===== config.mk =====
export PLATFORM = sky130hd
export DESIGN_NAME = plant_send_sched
export DESIGN_NICKNAME = d
export VERILOG_FILES = /design/src/rtl/plant_send_sched_pkg.sv /design/src/rtl/plant_send_sched.sv
export SDC_FILE = /design/constraint.sdc
export NUM_CORES = 1
export LEC_CHECK = 0
export CAP_MARGIN = 40
export CORE_UTILIZATION = 25
export CTS_CLUSTER_SIZE = 12
export DETAILED_ROUTE_END_ITERATION = 10
export HOLD_SLACK_MARGIN = 0.03
export SYNTH_ARGS = -nofsm -noshare
export SYNTH_HDL_FRONTEND = slang
export SYNTH_SLANG_ARGS = --single-unit
export TNS_END_PERCENT = 10

===== constraint.sdc =====
create_clock -name i_clk -period 4.3 [get_ports i_clk]
set_clock_uncertainty 0.1 [all_clocks]
set_input_delay 0.86 -clock i_clk [delete_from_list [all_inputs] [get_ports i_clk]]
set_output_delay 0.86 -clock i_clk [all_outputs]
set_load 0.01 [all_outputs]

===== src/rtl/plant_send_sched_pkg.sv =====
`default_nettype none
// ============================================================================
// Module      : plant_send_sched_pkg
// Description : Shared state encodings, counter width and helpers for the
//               plant send scheduler.
// Revision    : 1.0 - initial release
// ============================================================================
package plant_send_sched_pkg;

  // Default width of the microsecond offset counter; matches the lookup's
  // time-offset field.
  localparam int SCHED_CNT_W = 32;

  // Scheduler states, explicitly 3 bits wide with fixed encodings.
  typedef enum logic [2:0] {
    S_IDLE     = 3'd0,
    S_REQ      = 3'd1,
    S_WAIT_IDX = 3'd2,
    S_ARMED    = 3'd3,
    S_WAIT_OFS = 3'd4,
    S_SEND     = 3'd5,
    S_ERROR    = 3'd6
  } sched_state_t;

  // An interval of zero means "every macrocycle", same as one.
  function automatic logic [15:0] norm_interval(input logic [15:0] v);
    return (v == 16'd0) ? 16'd1 : v;
  endfunction

endpackage
`default_nettype wire


===== src/rtl/plant_send_sched.sv =====
`default_nettype none
// ============================================================================
// Module      : plant_send_sched
// Description : Requests the plant index lookup, latches the plant's send
//               parameters and issues one transmit request per scheduled
//               macrocycle at a fixed microsecond offset from its start.
// Revision    : 1.0 - initial release
// ============================================================================
module plant_send_sched
  import plant_send_sched_pkg::*;
#(
  parameter int IDX_TIMEOUT = 16,
  parameter int CNT_W       = SCHED_CNT_W
) (
  input  logic             i_clk,
  input  logic             i_rst_n,
  input  logic             i_sched_en,
  input  logic             i_reindex,
  input  logic             i_macro_start,
  input  logic             i_us_tick,
  output logic             o_plant_index_irq,
  input  logic             i_plant_index_done,
  input  logic             i_plant_index_error,
  input  logic [31:0]      i_plant_ip,
  input  logic [CNT_W-1:0] i_plant_toffset,
  input  logic [15:0]      i_plant_datalen,
  input  logic [15:0]      i_plant_interval,
  output logic             o_send_req,
  input  logic             i_send_ack,
  output logic [31:0]      o_send_ip,
  output logic [15:0]      o_send_len,
  output logic             o_sched_valid,
  output logic             o_sched_error,
  output logic             o_missed
);

  localparam int                 c_tmo_w   = $clog2(IDX_TIMEOUT + 1);
  localparam logic [c_tmo_w-1:0] c_tmo_lim = c_tmo_w'(IDX_TIMEOUT);

  sched_state_t       r_state,    w_state;
  logic [c_tmo_w-1:0] r_tmo,      w_tmo;
  logic [31:0]        r_ip,       w_ip;
  logic [CNT_W-1:0]   r_toffset,  w_toffset;
  logic [15:0]        r_len,      w_len;
  logic [15:0]        r_interval, w_interval;
  logic [15:0]        r_cyc,      w_cyc;
  logic [CNT_W-1:0]   r_ofs,      w_ofs;
  logic               r_send_req, w_send_req;
  logic               r_valid,    w_valid;
  logic               r_error,    w_error;
  logic               r_missed,   w_missed;

  logic [CNT_W-1:0]   w_ofs_inc;
  logic [15:0]        w_cyc_adv;
  logic               w_launch;

  // Offset counter advance (saturating) and macrocycle counter advance.
  always_comb begin
    w_ofs_inc = r_ofs;
    if (i_us_tick && (r_ofs != {CNT_W{1'b1}})) begin
      w_ofs_inc = r_ofs + CNT_W'(1);
    end
    w_cyc_adv = (r_cyc == (r_interval - 16'd1)) ? 16'd0 : (r_cyc + 16'd1);
    w_launch  = (r_cyc == 16'd0);
  end

  // Next-state and next-output logic for the scheduler.
  always_comb begin
    w_state    = r_state;
    w_tmo      = r_tmo;
    w_ip       = r_ip;
    w_toffset  = r_toffset;
    w_len      = r_len;
    w_interval = r_interval;
    w_cyc      = r_cyc;
    w_ofs      = r_ofs;
    w_send_req = r_send_req;
    w_valid    = r_valid;
    w_error    = r_error;
    w_missed   = 1'b0;

    if (!i_sched_en) begin
      // Disable outranks everything, including a re-index request.
      w_state    = S_IDLE;
      w_send_req = 1'b0;
      w_valid    = 1'b0;
      w_error    = 1'b0;
    end else begin
      case (r_state)
        S_IDLE: begin
          w_state = S_REQ;
        end

        S_REQ: begin
          w_tmo   = '0;
          w_state = S_WAIT_IDX;
        end

        S_WAIT_IDX: begin
          // A timeout is treated as an error and both beat a coincident done.
          if (i_plant_index_error || (r_tmo == c_tmo_lim)) begin
            w_error = 1'b1;
            w_state = S_ERROR;
          end else if (i_plant_index_done) begin
            w_ip       = i_plant_ip;
            w_toffset  = i_plant_toffset;
            w_len      = i_plant_datalen;
            w_interval = norm_interval(i_plant_interval);
            w_valid    = 1'b1;
            w_cyc      = 16'd0;
            w_state    = S_ARMED;
          end else begin
            w_tmo = r_tmo + c_tmo_w'(1);
          end
        end

        S_ERROR: begin
          if (i_reindex) begin
            w_error = 1'b0;
            w_state = S_REQ;
          end
        end

        S_ARMED, S_WAIT_OFS, S_SEND: begin
          if (i_reindex) begin
            w_send_req = 1'b0;
            w_valid    = 1'b0;
            w_state    = S_REQ;
          end else begin
            // An ack retires the request, even when it lands with a macro start.
            if ((r_state == S_SEND) && i_send_ack) begin
              w_send_req = 1'b0;
              w_state    = S_ARMED;
            end
            if (i_macro_start) begin
              // Request still outstanding (or not yet issued) at the next
              // macrocycle: flag it, drop it, and still process this start.
              if ((r_state == S_WAIT_OFS) || ((r_state == S_SEND) && !i_send_ack)) begin
                w_missed = 1'b1;
              end
              w_send_req = 1'b0;
              w_cyc      = w_cyc_adv;
              w_state    = S_ARMED;
              if (w_launch) begin
                w_ofs = '0;
                if (r_toffset == '0) begin
                  w_send_req = 1'b1;
                  w_state    = S_SEND;
                end else begin
                  w_state = S_WAIT_OFS;
                end
              end
            end else if (r_state == S_WAIT_OFS) begin
              w_ofs = w_ofs_inc;
              if (w_ofs_inc == r_toffset) begin
                w_send_req = 1'b1;
                w_state    = S_SEND;
              end
            end
          end
        end

        default: begin
          w_state = S_IDLE;
        end
      endcase
    end
  end

  // State and datapath registers; asynchronous reset clears everything.
  always_ff @(posedge i_clk or negedge i_rst_n) begin
    if (!i_rst_n) begin
      r_state    <= S_IDLE;
      r_tmo      <= '0;
      r_ip       <= '0;
      r_toffset  <= '0;
      r_len      <= '0;
      r_interval <= '0;
      r_cyc      <= '0;
      r_ofs      <= '0;
      r_send_req <= 1'b0;
      r_valid    <= 1'b0;
      r_error    <= 1'b0;
      r_missed   <= 1'b0;
    end else begin
      r_state    <= w_state;
      r_tmo      <= w_tmo;
      r_ip       <= w_ip;
      r_toffset  <= w_toffset;
      r_len      <= w_len;
      r_interval <= w_interval;
      r_cyc      <= w_cyc;
      r_ofs      <= w_ofs;
      r_send_req <= w_send_req;
      r_valid    <= w_valid;
      r_error    <= w_error;
      r_missed   <= w_missed;
    end
  end

  assign o_plant_index_irq = (r_state == S_REQ);
  assign o_send_req        = r_send_req;
  assign o_send_ip         = r_ip;
  assign o_send_len        = r_len;
  assign o_sched_valid     = r_valid;
  assign o_sched_error     = r_error;
  assign o_missed          = r_missed;

endmodule
`default_nettype wire


==> metrics, run 1 <==
final instance count without filler cells=1539; Routed WL=27.1 mm; Util after Layout=0.330; fill count=roughly 3700; vias=7833; Hold Path Class=in -> async; endpoint class of the critical path=flop; Yosys reg bits=between 150 and 200; syn nets=1033; GR Util All Layers=0.151; Cell Area, Synth=around 9000 sq um; io pins=around 160; full die area=36900 sq um; worst-margin pin slew=roughly 740 ps; routability cong.=roughly 0.93; area share of the largest cell type after synthesis=0.432; clk_lat worst skew=440 ps; Req. time, crit path=4570 ps; DR vias/cell=5.09; Synth area leader=dfrtp_1; n_diodes=0; CTS resizes=0; warnings from Yosys=0; largest net degree at the start of global routing=98; number of global-route vias before repair=7800; Internal Power=4050 uW; Syn Area/Cell=9.81 sq um; dpl cells=1507; Area growth, synth to finish=29.9%; top cells by area, synth=dfrtp_1 (43%), mux2_2 (12%), xnor2_1 (3.8%); Synth Instances=922; fraction of registers with async set or reset after synthesis=1.00; unrepaired setup endpoints after global routing=no; final setup vio count=0; clock tree buffer depth=2; TritonRoute pass-1 iters=5; Reg power frac=0.395; share of cells above drive strength 1=0.156; Chip Width=192 um; wire per inst=17.6 um; Core ar.=35600 sq um; CTS sink count=between 150 and 200; nets=1176; DRT iter0 DRCs=between 400 and 500; crit path launch=i_us_tick; final worst path period share=0.766; CP Max Fanout=5; Slew Viols, Final=0; RR Startpoint=r_ofs[15]$_DFFE_PN0P_; Final Critical Period=3300 ps; final hold viol count=0; Comb power frac=0.342; fmax=roughly 300 MHz; post-CTS setup buffer count=0; Arrival @ worst endpoint=3560 ps; GRT Residual Overflow=0; Synth Flop Type=dfrtp_1; CTS tree=done; Fin Setup TNS=0 ps; sequential fraction of the synthesis area=0.432; CTS H-Tree Depth=4; DR DRC count=0; Slew headroom=0.501; Pwr Density=524 nW/um^2; Max IR drop VDD=0.000277 V; Psw=2100 uW; net switching fraction of the power=0.342; number of buffers created by CTS=17; Clock power frac=0.263; Row Count=slightly below 70; max-cap violation count=0; Root Buffer=clkbuf_16; CP Class=in -> reg; status=complete, no violations; startpoint types=primary input; DIE HEIGHT=approximately 190 um; first-pass GRT wire length=43.4 mm; ANT nets after route=0; pre-CTS setup slack=584 ps; Post-CTS Hold Fix Bufs=0; distinct cell type count after synthesis=72; initial antenna violation count=0; Initial Util=0.254; port bufs=157; Post-synth EDFFs=0; post-DP HPWL=between 15 and 20 mm; clock slew at reported path FFs=70 ps; Leakage=0.00454 uW; post-route worst setup slack=1000 ps
-- layer usage --
layer | track usage | wire length (um)
met1 | 0.204 | 12500
met2 | 0.233 | 12100
met3 | 0.0471 | 2090
met4 | 0.0373 | 461
met5 | 0 | 0
-- Yosys cell counts, drive strengths merged, types with 6 or more instances --
library cell / n
a31oi: 15
o21ai: 63
nand4: 32
nor2b: 10
a21oi: 37
buf: 20
xor2: 35
mux2: 97
clkbuf: 36
nand3: 32
ha: 6
o31ai: 21
and3: 19
nand2b: 11
or3: 10
or4: 8
nor4: 35
nand2: 61
nor2: 55
nor3: 31
xnor2: 39
dfrtp: 156
inv: 18
-- sequential cells by signal (all words and copies together), names as in the netlist, 3 cells and up --
signal,count
r_toffset,32
r_ofs,32
r_cyc,16
r_state,3
o_send_len,16
r_tmo,5
o_send_ip,32
r_interval,16
-- power by group through the flow --
stage	logic [uW]	clock network (uW)	registers [uW]
after floorplan	1180	0	2390
after global placement	2100	0	2430
after detailed placement	2110	0	2450
after CTS	2120	1670	2430
after global routing	2300	1730	2500
final	2110	1620	2430
-- area by class of cell --
| type | count | area, sq um | area share |
|---|---|---|---|
| multi-input combinational | 692 | 4830 | 0.411 |
| sequential | 156 | 3900 | 0.332 |
| timing repair buffer | 180 | 1760 | 0.150 |
| tap | 461 | 577 | 0.0491 |
| clock buffer | 17 | 425 | 0.0362 |
| clock inverter | 15 | 190 | 0.0162 |
| inverter | 18 | 67.6 | 0.00575 |
-- metrics by stage --
stage | area (sq um) | total power, uW | hold slack [ps]
floorplan | 9040 | 3570 | 387
global placement | 11100 | 4530 | 389
detailed placement | 11100 | 4560 | 394
CTS | 11800 | 6230 | 378
global route | 11800 | 6530 | 403
finish | 11800 | 6160 | 337
-- critical path: stages --
cell and delay [ps]:
clkdlybuf4s50_1 500, nand4_1 230, nor4_2 440, o21ai_0 390, nor4_1 350, o21ai_0 200
nor3_1 320, nand3_1 110, o21ai_1 140
-- logic make-up after synthesis --
| family | Yosys count | share of synthesized area |
|---|---|---|
| and+or+nand+nor | 329 | 0.200 |
| muxes | 100 | 0.124 |
| xor gates and xnor gates | 74 | 0.0717 |
| AOI/OAI and AO/OA | 182 | 0.129 |
| buffers and inverters | 74 | 0.0350 |
| DFF | 156 | 0.432 |
| adders and majority gates | 7 | 0.00941 |
-- cell usage in the layout, fill, tap and decap left out, types with 4 or more instances in the layout --
cell type,netlist,layout
o21ai_0,61,61
or3_1,10,10
xnor2_1,39,39
nor4_1,31,31
a211oi_1,4,4
nor3b_1,4,4
ha_1,6,6
o41ai_1,4,4
o31ai_1,20,20
and3_1,19,19
clkbuf_16,0,17
nor4b_1,4,4
buf_4,4,22
or4_1,7,7
nand2_1,61,61
nor2b_1,10,10
inv_8,0,5
nand4_1,30,30
inv_6,0,4
nor2_1,55,54
clkdlybuf4s50_1,0,156
mux2_2,97,97
nand2b_1,11,11
o22ai_1,4,4
xor2_1,35,35
a21oi_1,37,37
a31oi_1,14,14
o2111ai_1,4,4
dfrtp_1,156,156
nand3_1,32,32
nor3_1,30,30
inv_1,18,18
-- path summary, 6_finish.rpt --
path | to | cells past startpoint | slack, ps
worst min register to register | o_send_len[1]$_DFFE_PN0P_ | 1 | 410
worst max-delay path | o_send_req$_DFFE_PN0N_ | 9 | 1000
worst max register to register | o_send_req$_DFFE_PN0N_ | 10 | 1010
max in group asynchronous | r_interval[5]$_DFFE_PN0P_ | 2 | 2750
min in group i_clk | o_send_len[1]$_DFFE_PN0P_ | 1 | 410
worst min-delay path | r_toffset[17]$_DFFE_PN0P_ | 1 | 340
No activity file was read; power rests on OpenSTA's default activity.
==> run 2, diff against run 1 <==
Clock period 4.3 ns to 3.4 ns, I/O delays scaled along.
==> run 2 against run 1 <==
Against the previous run:
- cell count increased by 2.3%
- sequential share of layout area decreased by 0.75 points
- critical endpoint is now r_state[0]$_DFFE_PN0P_
- first-iteration DRC count increased by 65%
- highest routed layer unchanged
==> metrics, run 2 (synthesis results as in run 1) <==
reg2reg setup slack=170 ps; DRT iter0 DRCs=794; Hold Path Class=reg -> reg; Root Buffer=clkbuf_16; fmax=between 300 and 400 MHz; worst hold path depth=1; final hold viol count=0; Util after Layout=0.338; port bufs=157; CTS sink count=156; worst reg2reg path depth=10; Req. time, crit path=3650 ps; final setup vio count=0; Routed WL=27.7 mm; full die area=36900 sq um; CTS tree=done; Max IR drop VDD=0.000566 V; clock tree buffer depth=2; RR Startpoint=r_ofs[0]$_DFFE_PN0P_; startpoint types=flop; slowest cell delay on critical path=590 ps; Pwr Density=637 nW/um^2; CP Class=reg -> reg; io pins=158; Initial Util=0.254; Final Critical Period=roughly 3200 ps; Slew Viols, Final=0; first-pass GRT wire length=between 40 and 50 mm; clock slew at reported path FFs=80 ps; clk_lat worst skew=450 ps; Slew headroom=0.490; Row Count=69; share of cells above drive strength 1=0.181; critical-path cell list=ha_1, nand4_4, or3_1, or4_1, nand3_1, o2111ai_1, nor4_1, buf_4, a31oi_1, nor3_1; Hold Path Origin=o_send_ip[1]$_DFFE_PN0P_; Leakage=0.00472 uW; n_diodes=0; status=complete, no violations; Worst Hold Endpoint=o_send_ip[1]$_DFFE_PN0P_; unrepaired setup endpoints after global routing=no; initial antenna violation count=0; Reg-to-Reg End=r_state[0]$_DFFE_PN0P_; DIE HEIGHT=192 um; Core ar.=35600 sq um; Final Instance Area=approximately 12000 sq um; max-cap violation count=0; Chip Width=roughly 190 um; TritonRoute pass-1 iters=5; GR Util All Layers=0.156; Arrival @ worst endpoint=3480 ps; fill count=3663; GRT Residual Overflow=0; CTS resizes=0; most frequent cells in the layout=clkdlybuf4s50_1 (156), dfrtp_1 (156), mux2_2 (97), nand2_1 (61), o21ai_0 (61); routability cong.=around 0.95; wire per inst=17.6 um; number of buffers created by CTS=17; vias=roughly 7900; placed inst area=11400 sq um; DR DRC count=0; final worst path period share=0.949; ANT nets after route=0; number of global-route vias before repair=8062; worst-margin pin slew=roughly 750 ps; nets=1212; endpoint class of the critical path=flop; CTS H-Tree Depth=4; post-CTS setup buffer count=0; largest net degree at the start of global routing=94; CP Max Fanout=9; post-DP HPWL=~21 mm; DR vias/cell=5.03; CP max stage cell=or4_1; Area growth, synth to finish=32.9%
## run 2: power breakdown
| group | switching (uW) | leakage, uW | internal [uW] |
|---|---|---|---|
| clock network | 905 | 0.000280 | 980 |
| logic | 1130 | 0.00244 | 1580 |
| registers | 617 | 0.00200 | 2450 |
## run 2: routing by layer
layer  routed length (um)  GRT usage  vias to the layer above  part of all wire
li1                     -          -                     3775                 -
met1                12700      0.208                     3862              0.46
met2                12600      0.244                      259              0.45
met3                 1840     0.0428                       34             0.066
met4                  535     0.0478                        0             0.019
met5                    0          0                        -                 0
## run 2: worst max-delay path by stage
stage	cells after the start	start	slack (ps)	end
2_1_floorplan	9	i_us_tick	470	r_state[0]$_DFFE_PN0P_
3_3_place_gp	9	i_us_tick	-110	r_state[0]$_DFFE_PN0P_
3_5_place_dp	10	i_us_tick	-80	r_state[0]$_DFFE_PN0P_
4_1_cts	10	r_ofs[0]$_DFFE_PN0P_	200	r_state[0]$_DFFE_PN0P_
5_1_grt	10	r_ofs[0]$_DFFE_PN0P_	40	r_state[0]$_DFFE_PN0P_
6_report	10	r_ofs[0]$_DFFE_PN0P_	170	r_state[0]$_DFFE_PN0P_
## run 2: worst max-delay path: cells and delay by family, from the launching register on
family,cells,cell delay (ps)
and+or+nand+nor,6,1950
DFF,1,450
adders and majority gates,1,250
AOI/OAI and AO/OA,2,200
buffers and inverters,1,180
## run 2: final cells by class
cell class | instances | area [sq um] | area share
Multi-Input combinational cell | 692 | 4830 | 0.402
Sequential cell | 156 | 3900 | 0.325
Timing Repair Buffer | 216 | 2070 | 0.172
Tap cell | 461 | 577 | 0.0480
Clock buffer | 18 | 429 | 0.0357
Clock inverter | 14 | 146 | 0.0122
Inverter | 18 | 67.6 | 0.00562
## run 2: repair_timing
| action | 4_1_cts | 5_1_grt |
|---|---|---|
| endpoints found under the setup margin | 0 | 0 |
| endpoints found under the hold margin | 22 | 0 |
| hold buffers | 1 | 0 |
## run 2: metrics by stage
stage / std cells / TNS (ps) / setup slack (ps) / total power (uW) / hold slack (ps)
2_1_floorplan: 922 / 0 / 470 / 4510 / 284
3_3_place_gp: 1542 / -158 / -113 / 5760 / 388
3_5_place_dp: 1542 / -128 / -76.3 / 5810 / 395
4_1_cts: 1575 / 0 / 196 / 7760 / 412
5_1_grt: 1575 / 0 / 41.5 / 8140 / 426
6_report: 1575 / 0 / 174 / 7660 / 407
==> run 3, diff against run 2 <==
Settings changed: RECOVER_POWER from default to 50.
==> run 3 against run 2 <==
Against the previous run:
- sequential share of layout area up 0.061 points
- highest routed layer unchanged
- cell count unchanged
- count of clock-buffer cells in the layout unchanged
- first-iteration DRC count decreased by 1.1%
- global-route usage is the same
- critical path depth is the same
- core utilization shrank 0.063 points
- sequential power about the same
- critical endpoint unchanged
- fmax about the same
- critical path type unchanged
- combinational power fell by 2%
- largest cell class unchanged
- wire length barely moved
==> metrics, run 3 (synthesis results as in run 1) <==
startpoint types=flop; DR vias/cell=5.05; io pins=158; Worst Path Buf+Inv=1; worst reg2reg path depth=10; CP Depth=10; clock tree buffer depth=2; critical-path cell list=ha_1, nand4_4, or3_1, or4_1, nand3_1, o2111ai_1, nor4_1, buf_4, a31oi_1, nor3_1; Pwr Density=634 nW/um^2; CTS sink count=156; TritonRoute pass-1 iters=5; crit path launch=r_ofs[0]$_DFFE_PN0P_; Routed WL=27.7 mm; Max IR drop VDD=0.000566 V; CP max stage cell=or4_1; final worst path period share=0.949; Chip Width=192 um; fmax=310 MHz; CTS tree=done; port bufs=157; metal2 WL=between 10 and 15 mm; fill count=3665; vias=7949; full die area=between 30000 and 40000 sq um; Reg-to-Reg End=r_state[0]$_DFFE_PN0P_; GRT Residual Overflow=0; max-cap violation count=0; Arrival @ worst endpoint=3480 ps; Final Critical Period=3230 ps; DRT iter0 DRCs=785; initial antenna violation count=0; Area growth, synth to finish=32.7%; RR Startpoint=r_ofs[0]$_DFFE_PN0P_; final setup vio count=0; Row Count=69; max layer used=met4; Worst Setup EP=r_state[0]$_DFFE_PN0P_; Hold Path Class=reg -> reg; first-pass GRT wire length=about 45 mm; GR Util All Layers=0.156; Req. time, crit path=3660 ps; DIE HEIGHT=192 um; Leakage=0.00473 uW; Initial Util=0.254; Core ar.=35600 sq um; CP Class=reg -> reg; routed wl met3=1.82 mm; status=complete, no violations; largest net degree at the start of global routing=94; slowest cell delay on critical path=590 ps; Final Instance Area=between 10000 and 15000 sq um; number of buffers created by CTS=17; ANT nets after route=0; most frequent cells in the layout=dfrtp_1 (156), clkdlybuf4s50_1 (134), mux2_2 (97), nand2_1 (61), o21ai_0 (61); family with the most delay on the worst path=simple AND/OR/NAND/NOR gates; final hold viol count=0; clk_lat worst skew=450 ps; nets=between 1000 and 1500; unrepaired setup endpoints after global routing=no; CTS H-Tree Depth=4; met1 WL=12.8 mm; Root Buffer=clkbuf_16; share of cells above drive strength 1=0.180; DR DRC count=0; worst-margin pin slew=1410 ps; clock slew at reported path FFs=80 ps; number of global-route vias before repair=8062; CTS resizes=0; post-DP HPWL=~21 mm; n_diodes=0; CP Max Fanout=9; routability cong.=0.948; wire per inst=17.6 um; commonest non-fill, non-tap cell in the layout=dfrtp_1; reg2reg setup slack=between 150 and 200 ps; Slew headroom=0.0586; placed inst area=roughly 11000 sq um; Util after Layout=0.337; endpoint class of the critical path=flop; Slew Viols, Final=0
run 3: how the worst min path moves through the flow:
stage | start | endpoint | slack, ps | cells past startpoint
CTS | o_send_ip[1]$_DFFE_PN0P_ | o_send_ip[1]$_DFFE_PN0P_ | 410 | 1
floorplan | i_rst_n | o_missed$_DFF_PN0_ | 280 | 0
finish | o_send_ip[1]$_DFFE_PN0P_ | o_send_ip[1]$_DFFE_PN0P_ | 400 | 1
global route | o_send_ip[30]$_DFFE_PN0P_ | o_send_ip[30]$_DFFE_PN0P_ | 420 | 1
global placement | o_send_len[14]$_DFFE_PN0P_ | o_send_len[14]$_DFFE_PN0P_ | 390 | 1
detailed placement | o_send_ip[23]$_DFFE_PN0P_ | o_send_ip[23]$_DFFE_PN0P_ | 400 | 1
run 3: metal layers:
metal	vias to the layer above	track usage
met4	0	0.0478
met5	-	0
li1	3777	-
met3	32	0.0428
met1	3888	0.208
met2	252	0.244
run 3: cell type report:
| class | instances | area, sq um | area share |
|---|---|---|---|
| clock inverter | 14 | 146 | 0.0122 |
| sequential | 156 | 3900 | 0.325 |
| inverter | 18 | 67.6 | 0.00563 |
| multi-input combinational | 692 | 4830 | 0.403 |
| tap | 461 | 577 | 0.0481 |
| clock buffer | 18 | 429 | 0.0358 |
| timing repair buffer | 216 | 2050 | 0.170 |
run 3: power by group:
group,total [uW],switching (uW),leakage (uW),internal (uW)
sequential,3060,613,0.00200,2450
combinational,2660,1130,0.00244,1530
clock,1890,906,0.000280,980
run 3: through the flow:
step	setup WS, ps	power (uW)	std cells	hold WS, ps	setup TNS (ps)
CTS	196	7760	1575	412	0
floorplan	470	4510	922	284	0
detailed placement	-76.3	5810	1542	395	-128
global route	41.5	8090	1575	421	0
finish	175	7610	1575	401	0
global placement	-113	5760	1542	388	-158
run 3: repair_timing:
item,in CTS,in global routing
endpoints found under the hold margin,22,0
setup buffers,0,0
setup endpoints to repair,0,0
hold buffers,1,0
